--- src/rtl/vga_pkg.sv ---
`default_nettype none
// ============================================================================
//  Module   : vga_pkg
//  Brief    : Shared VGA timing constants and the 12-bit colour type used by
//             the draw pipeline stages.
//  Revision : 1.0 - initial release
// ============================================================================
package vga_pkg;

    localparam int HOR_PIXELS = 1024;
    localparam int HOR_TOTAL  = 1344;
    localparam int VER_PIXELS = 768;
    localparam int VER_TOTAL  = 806;

    typedef logic [11:0] rgb_t;

endpackage
`default_nettype wire

--- src/rtl/vga_if.sv ---
`default_nettype none
// ============================================================================
//  Module   : vga_if
//  Brief    : VGA pipeline bundle (counters, syncs, blanks, colour) with an
//             input view and an output view for the draw stages.
//  Revision : 1.0 - initial release
// ============================================================================
interface vga_if;
    import vga_pkg::*;

    logic [10:0] vcount;
    logic [10:0] hcount;
    logic        vsync;
    logic        hsync;
    logic        vblnk;
    logic        hblnk;
    rgb_t        rgb;

    modport vga_in  (input  vcount, hcount, vsync, hsync, vblnk, hblnk, rgb);
    modport vga_out (output vcount, hcount, vsync, hsync, vblnk, hblnk, rgb);

endinterface
`default_nettype wire

--- src/rtl/vga_delay.sv ---
`default_nettype none
// ============================================================================
//  Module   : vga_delay
//  Brief    : Parametrised shift register, WIDTH bits wide and DEPTH stages
//             deep, cleared by an asynchronous active-low reset.
//  Revision : 1.0 - initial release
// ============================================================================
module vga_delay #(
    parameter int WIDTH = 8,
    parameter int DEPTH = 1
) (
    input  logic             clk,
    input  logic             rst_n,
    input  logic [WIDTH-1:0] din,
    output logic [WIDTH-1:0] dout
);

    logic [WIDTH-1:0] stage [DEPTH];

    for (genvar i = 0; i < DEPTH; i++) begin : g_stage
        if (i == 0) begin : g_first
            // First stage captures the live input
            always_ff @(posedge clk or negedge rst_n) begin
                if (!rst_n) stage[i] <= '0;
                else        stage[i] <= din;
            end
        end else begin : g_next
            // Later stages shift the previous stage along
            always_ff @(posedge clk or negedge rst_n) begin
                if (!rst_n) stage[i] <= '0;
                else        stage[i] <= stage[i-1];
            end
        end
    end

    assign dout = stage[DEPTH-1];

endmodule
`default_nettype wire

--- src/rtl/draw_bg_scroll.sv ---
`default_nettype none
// ============================================================================
//  Module   : draw_bg_scroll
//  Brief    : Scrollable background layer. Downscales the screen counters,
//             addresses the background ROM, and composes the ROM pixel over
//             an underlay using a transparent key colour.
//             Optional feature macro: BG_SCROLL_EN (per-frame horizontal
//             scrolling; when undefined the x offset is fixed at 0).
//  Revision : 1.0 - initial release
// ============================================================================
module draw_bg_scroll
    import vga_pkg::*;
#(
    parameter int          IMG_W       = 256,
    parameter int          IMG_H       = 192,
    parameter int          SCALE_LOG2  = 2,
    parameter int          ROM_LAT     = 1,
    parameter int          ADDR_W      = 20,
    parameter logic [11:0] KEY_COLOR   = 12'h000,
    parameter logic [11:0] BLANK_COLOR = 12'h000
) (
    input  logic                     clk,
    input  logic                     rst_n,
    vga_if.vga_in                    vga_in,
    output logic [ADDR_W-1:0]        rom_addr,
    input  rgb_t                     rom_data,
    input  logic                     layer_on,
    input  rgb_t                     layer_rgb,
    input  logic [$clog2(IMG_W)-1:0] scroll_step,
    vga_if.vga_out                   vga_out
);

    localparam int OFF_W = $clog2(IMG_W);
    // x must hold sx plus an offset below IMG_W without overflowing
    localparam int XW    = 12;
    // vcount, hcount, vsync, hsync, vblnk, hblnk, in_img
    localparam int TW    = 11 + 11 + 4 + 1;

    logic [10:0]       sx;
    logic [10:0]       sy;
    logic [XW-1:0]     x;
    logic              in_img;
    logic [ADDR_W-1:0] addr_next;

    assign sx     = vga_in.hcount >> SCALE_LOG2;
    assign sy     = vga_in.vcount >> SCALE_LOG2;
    assign in_img = (sy < 11'(IMG_H));

`ifdef BG_SCROLL_EN
    logic [OFF_W-1:0] scroll_off;
    logic             vsync_prev;
    logic [OFF_W:0]   off_sum;
    logic             unused_inputs;

    assign unused_inputs = ^vga_in.rgb;

    // Next offset: both operands are below IMG_W, so one subtract wraps it
    always_comb begin
        off_sum = {1'b0, scroll_off} + {1'b0, scroll_step};
        if (off_sum >= (OFF_W+1)'(IMG_W)) off_sum = off_sum - (OFF_W+1)'(IMG_W);
    end

    // Remember last vsync so a rising edge advances the offset once per frame
    always_ff @(posedge clk or negedge rst_n) begin
        if (!rst_n) begin
            vsync_prev <= 1'b0;
            scroll_off <= '0;
        end else begin
            vsync_prev <= vga_in.vsync;
            if (vga_in.vsync && !vsync_prev) scroll_off <= off_sum[OFF_W-1:0];
        end
    end

    // Scrolled image column with a single wrap subtract
    always_comb begin
        x = XW'(sx) + XW'(scroll_off);
        if (x >= XW'(IMG_W)) x = x - XW'(IMG_W);
    end
`else
    logic unused_inputs;

    assign unused_inputs = ^{vga_in.rgb, scroll_step};

    // Fixed image column: screen column folded into the image width
    always_comb begin
        x = XW'(sx) % XW'(IMG_W);
    end
`endif

    assign addr_next = in_img ? (ADDR_W'(sy) * ADDR_W'(IMG_W) + ADDR_W'(x)) : '0;

    // Stage A: register the ROM address one cycle after the counters
    always_ff @(posedge clk or negedge rst_n) begin
        if (!rst_n) rom_addr <= '0;
        else        rom_addr <= addr_next;
    end

    // Timing plus in_img travel 1+ROM_LAT stages to meet rom_data
    logic [TW-1:0] tim_in;
    logic [TW-1:0] tim_dly;

    assign tim_in = {vga_in.vcount, vga_in.hcount, vga_in.vsync, vga_in.hsync,
                     vga_in.vblnk, vga_in.hblnk, in_img};

    vga_delay #(
        .WIDTH (TW),
        .DEPTH (1 + ROM_LAT)
    ) u_delay (
        .clk   (clk),
        .rst_n (rst_n),
        .din   (tim_in),
        .dout  (tim_dly)
    );

    logic [10:0] d_vcount;
    logic [10:0] d_hcount;
    logic        d_vsync;
    logic        d_hsync;
    logic        d_vblnk;
    logic        d_hblnk;
    logic        d_in_img;
    rgb_t        rgb_next;

    assign {d_vcount, d_hcount, d_vsync, d_hsync, d_vblnk, d_hblnk, d_in_img} = tim_dly;

    // Compose: blanking wins, then opaque ROM pixel, then underlay
    always_comb begin
        rgb_next = BLANK_COLOR;
        if (d_hblnk || d_vblnk)                   rgb_next = BLANK_COLOR;
        else if (d_in_img && rom_data != KEY_COLOR) rgb_next = rom_data;
        else if (layer_on)                        rgb_next = layer_rgb;
    end

    // Output register carrying aligned timing and the composed colour
    always_ff @(posedge clk or negedge rst_n) begin
        if (!rst_n) begin
            vga_out.vcount <= '0;
            vga_out.hcount <= '0;
            vga_out.vsync  <= 1'b0;
            vga_out.hsync  <= 1'b0;
            vga_out.vblnk  <= 1'b0;
            vga_out.hblnk  <= 1'b0;
            vga_out.rgb    <= '0;
        end else begin
            vga_out.vcount <= d_vcount;
            vga_out.hcount <= d_hcount;
            vga_out.vsync  <= d_vsync;
            vga_out.hsync  <= d_hsync;
            vga_out.vblnk  <= d_vblnk;
            vga_out.hblnk  <= d_hblnk;
            vga_out.rgb    <= rgb_next;
        end
    end

endmodule
`default_nettype wire

--- src/flat_wrapper.sv ---
// flat-port wrapper written by rule: the top's interface ports become plain ports
module draw_bg_scroll_flat import vga_pkg::*;
#(
    parameter int          IMG_W       = 256,
    parameter int          IMG_H       = 192,
    parameter int          SCALE_LOG2  = 2,
    parameter int          ROM_LAT     = 1,
    parameter int          ADDR_W      = 20,
    parameter logic [11:0] KEY_COLOR   = 12'h000,
    parameter logic [11:0] BLANK_COLOR = 12'h000
)
  (clk, rst_n, rom_addr, rom_data, layer_on, layer_rgb, scroll_step, vga_in_vcount, vga_in_hcount, vga_in_vsync, vga_in_hsync, vga_in_vblnk, vga_in_hblnk, vga_in_rgb, vga_out_vcount, vga_out_hcount, vga_out_vsync, vga_out_hsync, vga_out_vblnk, vga_out_hblnk, vga_out_rgb);
  vga_if vga_in_i ();
  vga_if vga_out_i ();
  input  logic clk;
  input  logic rst_n;
  output logic [ADDR_W-1:0] rom_addr;
  input  rgb_t rom_data;
  input  logic layer_on;
  input  rgb_t layer_rgb;
  input  logic [$clog2(IMG_W)-1:0] scroll_step;
  input wire logic [$bits(vga_in_i.vcount)-1:0] vga_in_vcount;
  input wire logic [$bits(vga_in_i.hcount)-1:0] vga_in_hcount;
  input wire logic [$bits(vga_in_i.vsync)-1:0] vga_in_vsync;
  input wire logic [$bits(vga_in_i.hsync)-1:0] vga_in_hsync;
  input wire logic [$bits(vga_in_i.vblnk)-1:0] vga_in_vblnk;
  input wire logic [$bits(vga_in_i.hblnk)-1:0] vga_in_hblnk;
  input wire logic [$bits(vga_in_i.rgb)-1:0] vga_in_rgb;
  output wire logic [$bits(vga_out_i.vcount)-1:0] vga_out_vcount;
  output wire logic [$bits(vga_out_i.hcount)-1:0] vga_out_hcount;
  output wire logic [$bits(vga_out_i.vsync)-1:0] vga_out_vsync;
  output wire logic [$bits(vga_out_i.hsync)-1:0] vga_out_hsync;
  output wire logic [$bits(vga_out_i.vblnk)-1:0] vga_out_vblnk;
  output wire logic [$bits(vga_out_i.hblnk)-1:0] vga_out_hblnk;
  output wire logic [$bits(vga_out_i.rgb)-1:0] vga_out_rgb;
  assign vga_in_i.vcount = vga_in_vcount;
  assign vga_in_i.hcount = vga_in_hcount;
  assign vga_in_i.vsync = vga_in_vsync;
  assign vga_in_i.hsync = vga_in_hsync;
  assign vga_in_i.vblnk = vga_in_vblnk;
  assign vga_in_i.hblnk = vga_in_hblnk;
  assign vga_in_i.rgb = vga_in_rgb;
  assign vga_out_vcount = vga_out_i.vcount;
  assign vga_out_hcount = vga_out_i.hcount;
  assign vga_out_vsync = vga_out_i.vsync;
  assign vga_out_hsync = vga_out_i.hsync;
  assign vga_out_vblnk = vga_out_i.vblnk;
  assign vga_out_hblnk = vga_out_i.hblnk;
  assign vga_out_rgb = vga_out_i.rgb;
  draw_bg_scroll #(.IMG_W(IMG_W), .IMG_H(IMG_H), .SCALE_LOG2(SCALE_LOG2), .ROM_LAT(ROM_LAT), .ADDR_W(ADDR_W), .KEY_COLOR(KEY_COLOR), .BLANK_COLOR(BLANK_COLOR)) u_core (.clk(clk), .rst_n(rst_n), .vga_in(vga_in_i), .rom_addr(rom_addr), .rom_data(rom_data), .layer_on(layer_on), .layer_rgb(layer_rgb), .scroll_step(scroll_step), .vga_out(vga_out_i));
endmodule
--- config.mk ---
export PLATFORM = sky130hd
export DESIGN_NAME = draw_bg_scroll_flat
export DESIGN_NICKNAME = d
export VERILOG_FILES = /design/src/rtl/vga_pkg.sv /design/src/rtl/vga_if.sv /design/src/rtl/vga_delay.sv /design/src/rtl/draw_bg_scroll.sv /design/src/flat_wrapper.sv
export SDC_FILE = /design/constraint.sdc
export NUM_CORES = 1
export LEC_CHECK = 0
export CELL_PAD_IN_SITES_DETAIL_PLACEMENT = 1
export CELL_PAD_IN_SITES_GLOBAL_PLACEMENT = 2
export CORE_AREA = 2 2 113 115
export DETAILED_ROUTE_END_ITERATION = 10
export DIE_AREA = 0 0 115 117
export PLACE_DENSITY_LB_ADDON = 0.1
export SLEW_MARGIN = 15
export SYNTH_ARGS = -nofsm -noshare
export SYNTH_HDL_FRONTEND = slang
export SYNTH_HIERARCHICAL = 1
export SYNTH_SLANG_ARGS = --single-unit
export TNS_END_PERCENT = 50
--- constraint.sdc ---
create_clock -name clk -period 1.7 [get_ports clk]
set_input_delay 0.17 -clock clk [delete_from_list [all_inputs] [get_ports clk]]
set_output_delay 0.17 -clock clk [all_outputs]
set_load 0.02 [all_outputs]
==> Word level (Yosys, flattened, before mapping) <==
Index checks and enable logic that the tools add are counted.
{ "word_totals": {"register_bits": 112, "inputBits": 73, "out_inout_bits": 58, "wordCells": 19} }
{ "op_classes": {"add_sub_neg": 1, "order_cmp": 1, "n_mux": 4, "n_reduce_logical": 3} }
{ "ops": {"columns": ["operator", "count"], "rows": [
  ["2-to-1 mux 12 bit", 3],
  ["2-to-1 mux 20 bit", 1],
  ["adder 17 x 8 -> 18 bit", 1],
  ["nonzero test 12 bit", 1],
  ["< comparator 9 x 8 -> 1 bit (second input constant)", 1],
  ["logical AND 1 bit", 1],
  ["logical OR 1 bit", 1]
]} }

==> Logic depth before layout (Yosys ltp) <==
{ "logic_depth": {"depth_word": 4, "mapped_depth": 5, "depth_no_buf": 3} }

==> Modules after synthesis <==
Netlist, hierarchy kept.
{ "modules_own_cells": {"columns": ["module", "n_inst", "cells_each", "area_each_um2", "seq_area_each_um2"], "rows": [
  ["draw_bg_scroll", 1, 125, 1795.5, 1376.3],
  ["vga_delay", 1, 81, 1554.0, 1351.3]
]} }

==> Worst setup path before layout <==
No wires, ideal clock.
{ "synth_path": {"path_type": "register -> register", "startpoint": "register u_core.u_delay.stage (netlist bit u_core/u_delay/dout[2])", "endpoint": "register u_core.vga_out.rgb[1]", "arrival_time_ns": 1.233, "required_ns": 1.617, "setup_slack_ns": 0.384, "path_stages_with_launch": 6, "path_buffers": 2, "period_less_slack_ns": 1.316, "path_cell_list": "dfrtp_1 buf_4 or2_4 nand4b_1 buf_6 o22ai_1"} }
{ "synth_between": {"elab_chain_len": 2} }
{ "synth_lines": {"columns": ["element", "line", "text"], "rows": [
  ["start: declaration", "vga_delay.sv:18", "logic [WIDTH-1:0] stage [DEPTH];"],
  ["start signal: indexed assignment", "vga_delay.sv:31", "else stage[i] <= stage[i-1];"],
  ["logical OR 1 bit", "draw_bg_scroll.sv:129", "if (d_hblnk || d_vblnk) rgb_next = BLANK_COLOR;"],
  ["2-to-1 mux 12 bit", "draw_bg_scroll.sv:129", null],
  ["net u_core.rgb_next[1]", "draw_bg_scroll.sv:122", "rgb_t rgb_next;"],
  ["end signal: assignment", "draw_bg_scroll.sv:151", "vga_out.rgb <= rgb_next;"],
  ["end: declaration", "vga_if.sv:20", "modport vga_out (output vcount, hcount, vsync, hsync, vblnk, hblnk, rgb);"]
]} }
The timed path passes the listed nets, and every way through them passes these cells.

==> Worst setup path in the final report <==
{ "layout_path": {"startpoint": "register u_core.vga_out.vcount[9]", "endpoint": "output port vga_out_vcount[9]"} }
{ "layout_lines": {"columns": ["element", "line", "text"], "rows": [
  ["start: declaration", "vga_if.sv:20", null],
  ["start signal: assignment", "draw_bg_scroll.sv:145", "vga_out.vcount <= d_vcount;"],
  ["end: declaration", "flat_wrapper.sv:29", "output wire logic [$bits(vga_out_i.vcount)-1:0] vga_out_vcount;"]
]} }
No word-level cell between the ends.

==> impl_metrics.ini <==
[status]
status = finished clean

[floorplan]
core-area_sq_um = 12300
dieWidth_microns = 115
fp.dieArea_sq_um = 13500
die_y_microns = 117
rows = 41
io_pins = 131
initial_utilization_pct = 27.2

[worst_setup_path]
critPathMaxStageDelay_ns = 0.63
arrival_ns = 1.31
cp_cell_sequence = clkdlybuf4s50_1
critPathSlowestCell = clkdlybuf4s50_1
required_ns = 1.53
cp_top_family = buffers and inverters
crit_fanout = 1
crit_buf_inv = 1
end_kind = output pin
worstSetupPathType = reg2out
start_kind = flop

[grt]
grt_max_degree = 110
grt_usage_pct = 10.7
first_global_vias = 1984
antenna_found_initial = 0
grt_pass1_wl_microns = 10400
grt.overflow.total = 0

[drt]
drtAntennaViolNets = 0
wirelength_microns = 6630
vias_per_cell = 4.01
vias = 1824
dr.pass1.iters = 3
drt-wirelength-per-cell_microns = 14.6
drcViolationCount = 0
drt_iter0_drc = 60

[cts]
hold_buffers = 1
cts_tree = done
max-clock-path-buffers = 2
htreeDepth = 3
numCtsBuffers = 9
postCtsSetupBuffers = 0
clk_latency_ns = 0.35
path_clk_slew_ns = 0.07
post_cts_resized = 0
cts.sinks = 109
root_buffer = clkbuf_16

[synthesis]
synth-seq-area-share_pct = 81.4
yosysUniqueCellTypes = 16
syn_inst = 206
ys_ff_latch = 109
synth_area_sq_um = 3350
ys_warn_count = 6
syn_avg_cell_area_sq_um = 16.3

[timing]
max-slew-margin-rel_pct = 61.1
fin_skew_ns = 0.00500
hold-worst-slack_ns = 0.256
rsz0062_at_grt = no
max_clock_freq_mhz = 675
setup_tns_ns = 0
slew_viol_final = 0
setup_viol = 0
min_period_ns = 1.48
fin_ws_ns = 0.219
hold_violations = 0
timing.final.crit_share_pct = 87.1
worst_pin_slew_ns = 0.583

[power_and_ir_drop]
p_sw_share_pct = 22.2
vdd_drop_max_v = 0.000727
p_int_mw = 4.28
p_sw_mw = 1.22
power_frac_seq_pct = 50.1
clkPwrFrac_pct = 40.9
p_leak_nw = 2.06
finalPower_mw = 5.50
p_comb_share_pct = 8.9
power.density_nw_per_um2 = 1150

[layout]
fillers = 1243
final_nets = 373
antenna_cells = 0
drive_gt1_share_pct = 8.20
area_delta_synth_final_pct = 42.2

[place]
place_congestion = 0.674
port_buffers = 107
post-place-ws_ns = 0.0635
hpwlAfterDp_microns = 4300

[hold_path]
hold_class = in2reg

[run]
maxCapViolations = 0
==> layout make-up <==
type	count	area (sq um)	share of cell area (%)
sequential	109	2730	57.2
clock inverter	6	92.6	1.94
timing repair buffer	116	1150	24.2
clock buffer	10	229	4.81
multi-input combinational	64	377	7.90
tap	150	188	3.94
==> per-stage QoR <==
step                instances  utilization (%)  cell area (sq um)
finish                    455             38.7               4760
global route              455             38.7               4760
CTS                       455             38.7               4760
detailed placement        438             36.0               4430
global placement          438             36.0               4430
floorplan                 209                -               3360
==> power by group through the flow <==
stage                     clock (mW)  combinational [mW]  sequential, mW
after floorplan                    0               0.121            2.88
after global placement             0               0.497            2.80
after detailed placement           0               0.500            2.81
after CTS                       2.35               0.505            2.76
after global routing            2.45               0.534            2.77
final                           2.25               0.490            2.76
==> synthesized netlist by cell type <==
| master | number | share of area, % |
|---|---|---|
| dfrtp_1 | 109 | 81 |
| buf_4 | 30 | 6.7 |
| and2_1 | 16 | 3.0 |
| nand2_1 | 13 | 1.5 |
| o22ai_1 | 12 | 2.2 |
| a22oi_1 | 11 | 2.5 |
| clkbuf_1 | 4 | 0.45 |
| nor4_1 | 3 | 0.56 |
| a21oi_1 | 1 | 0.15 |
| buf_2 | 1 | 0.15 |
| buf_6 | 1 | 0.34 |
| conb_1 | 1 | 0.11 |
| nand4b_1 | 1 | 0.26 |
| nor2b_1 | 1 | 0.19 |
| o21a_1 | 1 | 0.22 |
| or2_4 | 1 | 0.26 |
==> per-layer routing <==
layer  global-route usage, %  wire (microns)
met3                    3.40             436
met5                       0               0
met4                    7.95             200
met1                    12.5            2710
met2                    16.7            3280
==> path summary, 6_finish.rpt <==
check | end | startpoint | depth (start not counted) | slack [ns]
worst max-delay path | vga_out_vcount[9] | u_core/vga_out.vcount[9] | 1 | 0.22
worst min-delay path | u_core/u_delay/stage[29] | vga_in_vblnk | 1 | 0.26
worst max register to register | u_core/vga_out.rgb[4] | u_core/u_delay/dout[2] | 4 | 0.26
worst min register to register | u_core/u_delay/dout[21] | u_core/u_delay/stage[48] | 0 | 0.34
max in group asynchronous | u_core/rom_addr[14] | rst_n | 3 | 0.82
min in group asynchronous | u_core/vga_out.vcount[0] | rst_n | 3 | 0.42
==> worst register-to-register path: stages, from the launching register on <==
cell and delay, ns:
dfrtp_1 0.38, or2_4 0.32, nand4b_1 0.26, buf_4 0.21, o22ai_1 0.19
==> logic make-up (layout without fill, tap and decap cells) <==
| kind of cell | count (synthesis) | count (layout) | share of synthesized area [%] |
|---|---|---|---|
| other | 1 | 4 | 0.112 |
| AND/OR/NAND/NOR | 35 | 35 | 5.72 |
| flip-flops | 109 | 109 | 81.4 |
| AO/OA/AOI/OAI | 25 | 25 | 5.08 |
| buffers and inverters | 36 | 132 | 7.66 |
==> state kept, by name, summed over array words and instances (netlist names) <==
signal                 count
u_core/vga_out.vsync       1
u_core/rom_addr           17
u_core/vga_out.rgb        12
u_core/vga_out.vcount     11
u_core/vga_out.hcount     11
u_core/u_delay/dout       27
u_core/u_delay/stage      27
u_core/vga_out.hsync       1
u_core/vga_out.hblnk       1
u_core/vga_out.vblnk       1
==> cell usage in the layout, fill, tap and decap left out, types with 2 or more instances in the layout <==
| master | instances |
|---|---|
| bufinv_16 | 2 |
| nor4_1 | 3 |
| and2_1 | 16 |
| buf_4 | 8 |
| clkbuf_16 | 9 |
| o22ai_1 | 12 |
| dfrtp_1 | 109 |
| a22oi_1 | 11 |
| nand2_1 | 13 |
| clkdlybuf4s50_1 | 106 |
| conb_1 | 4 |
Note: power is estimated with default switching activity, not from simulation.
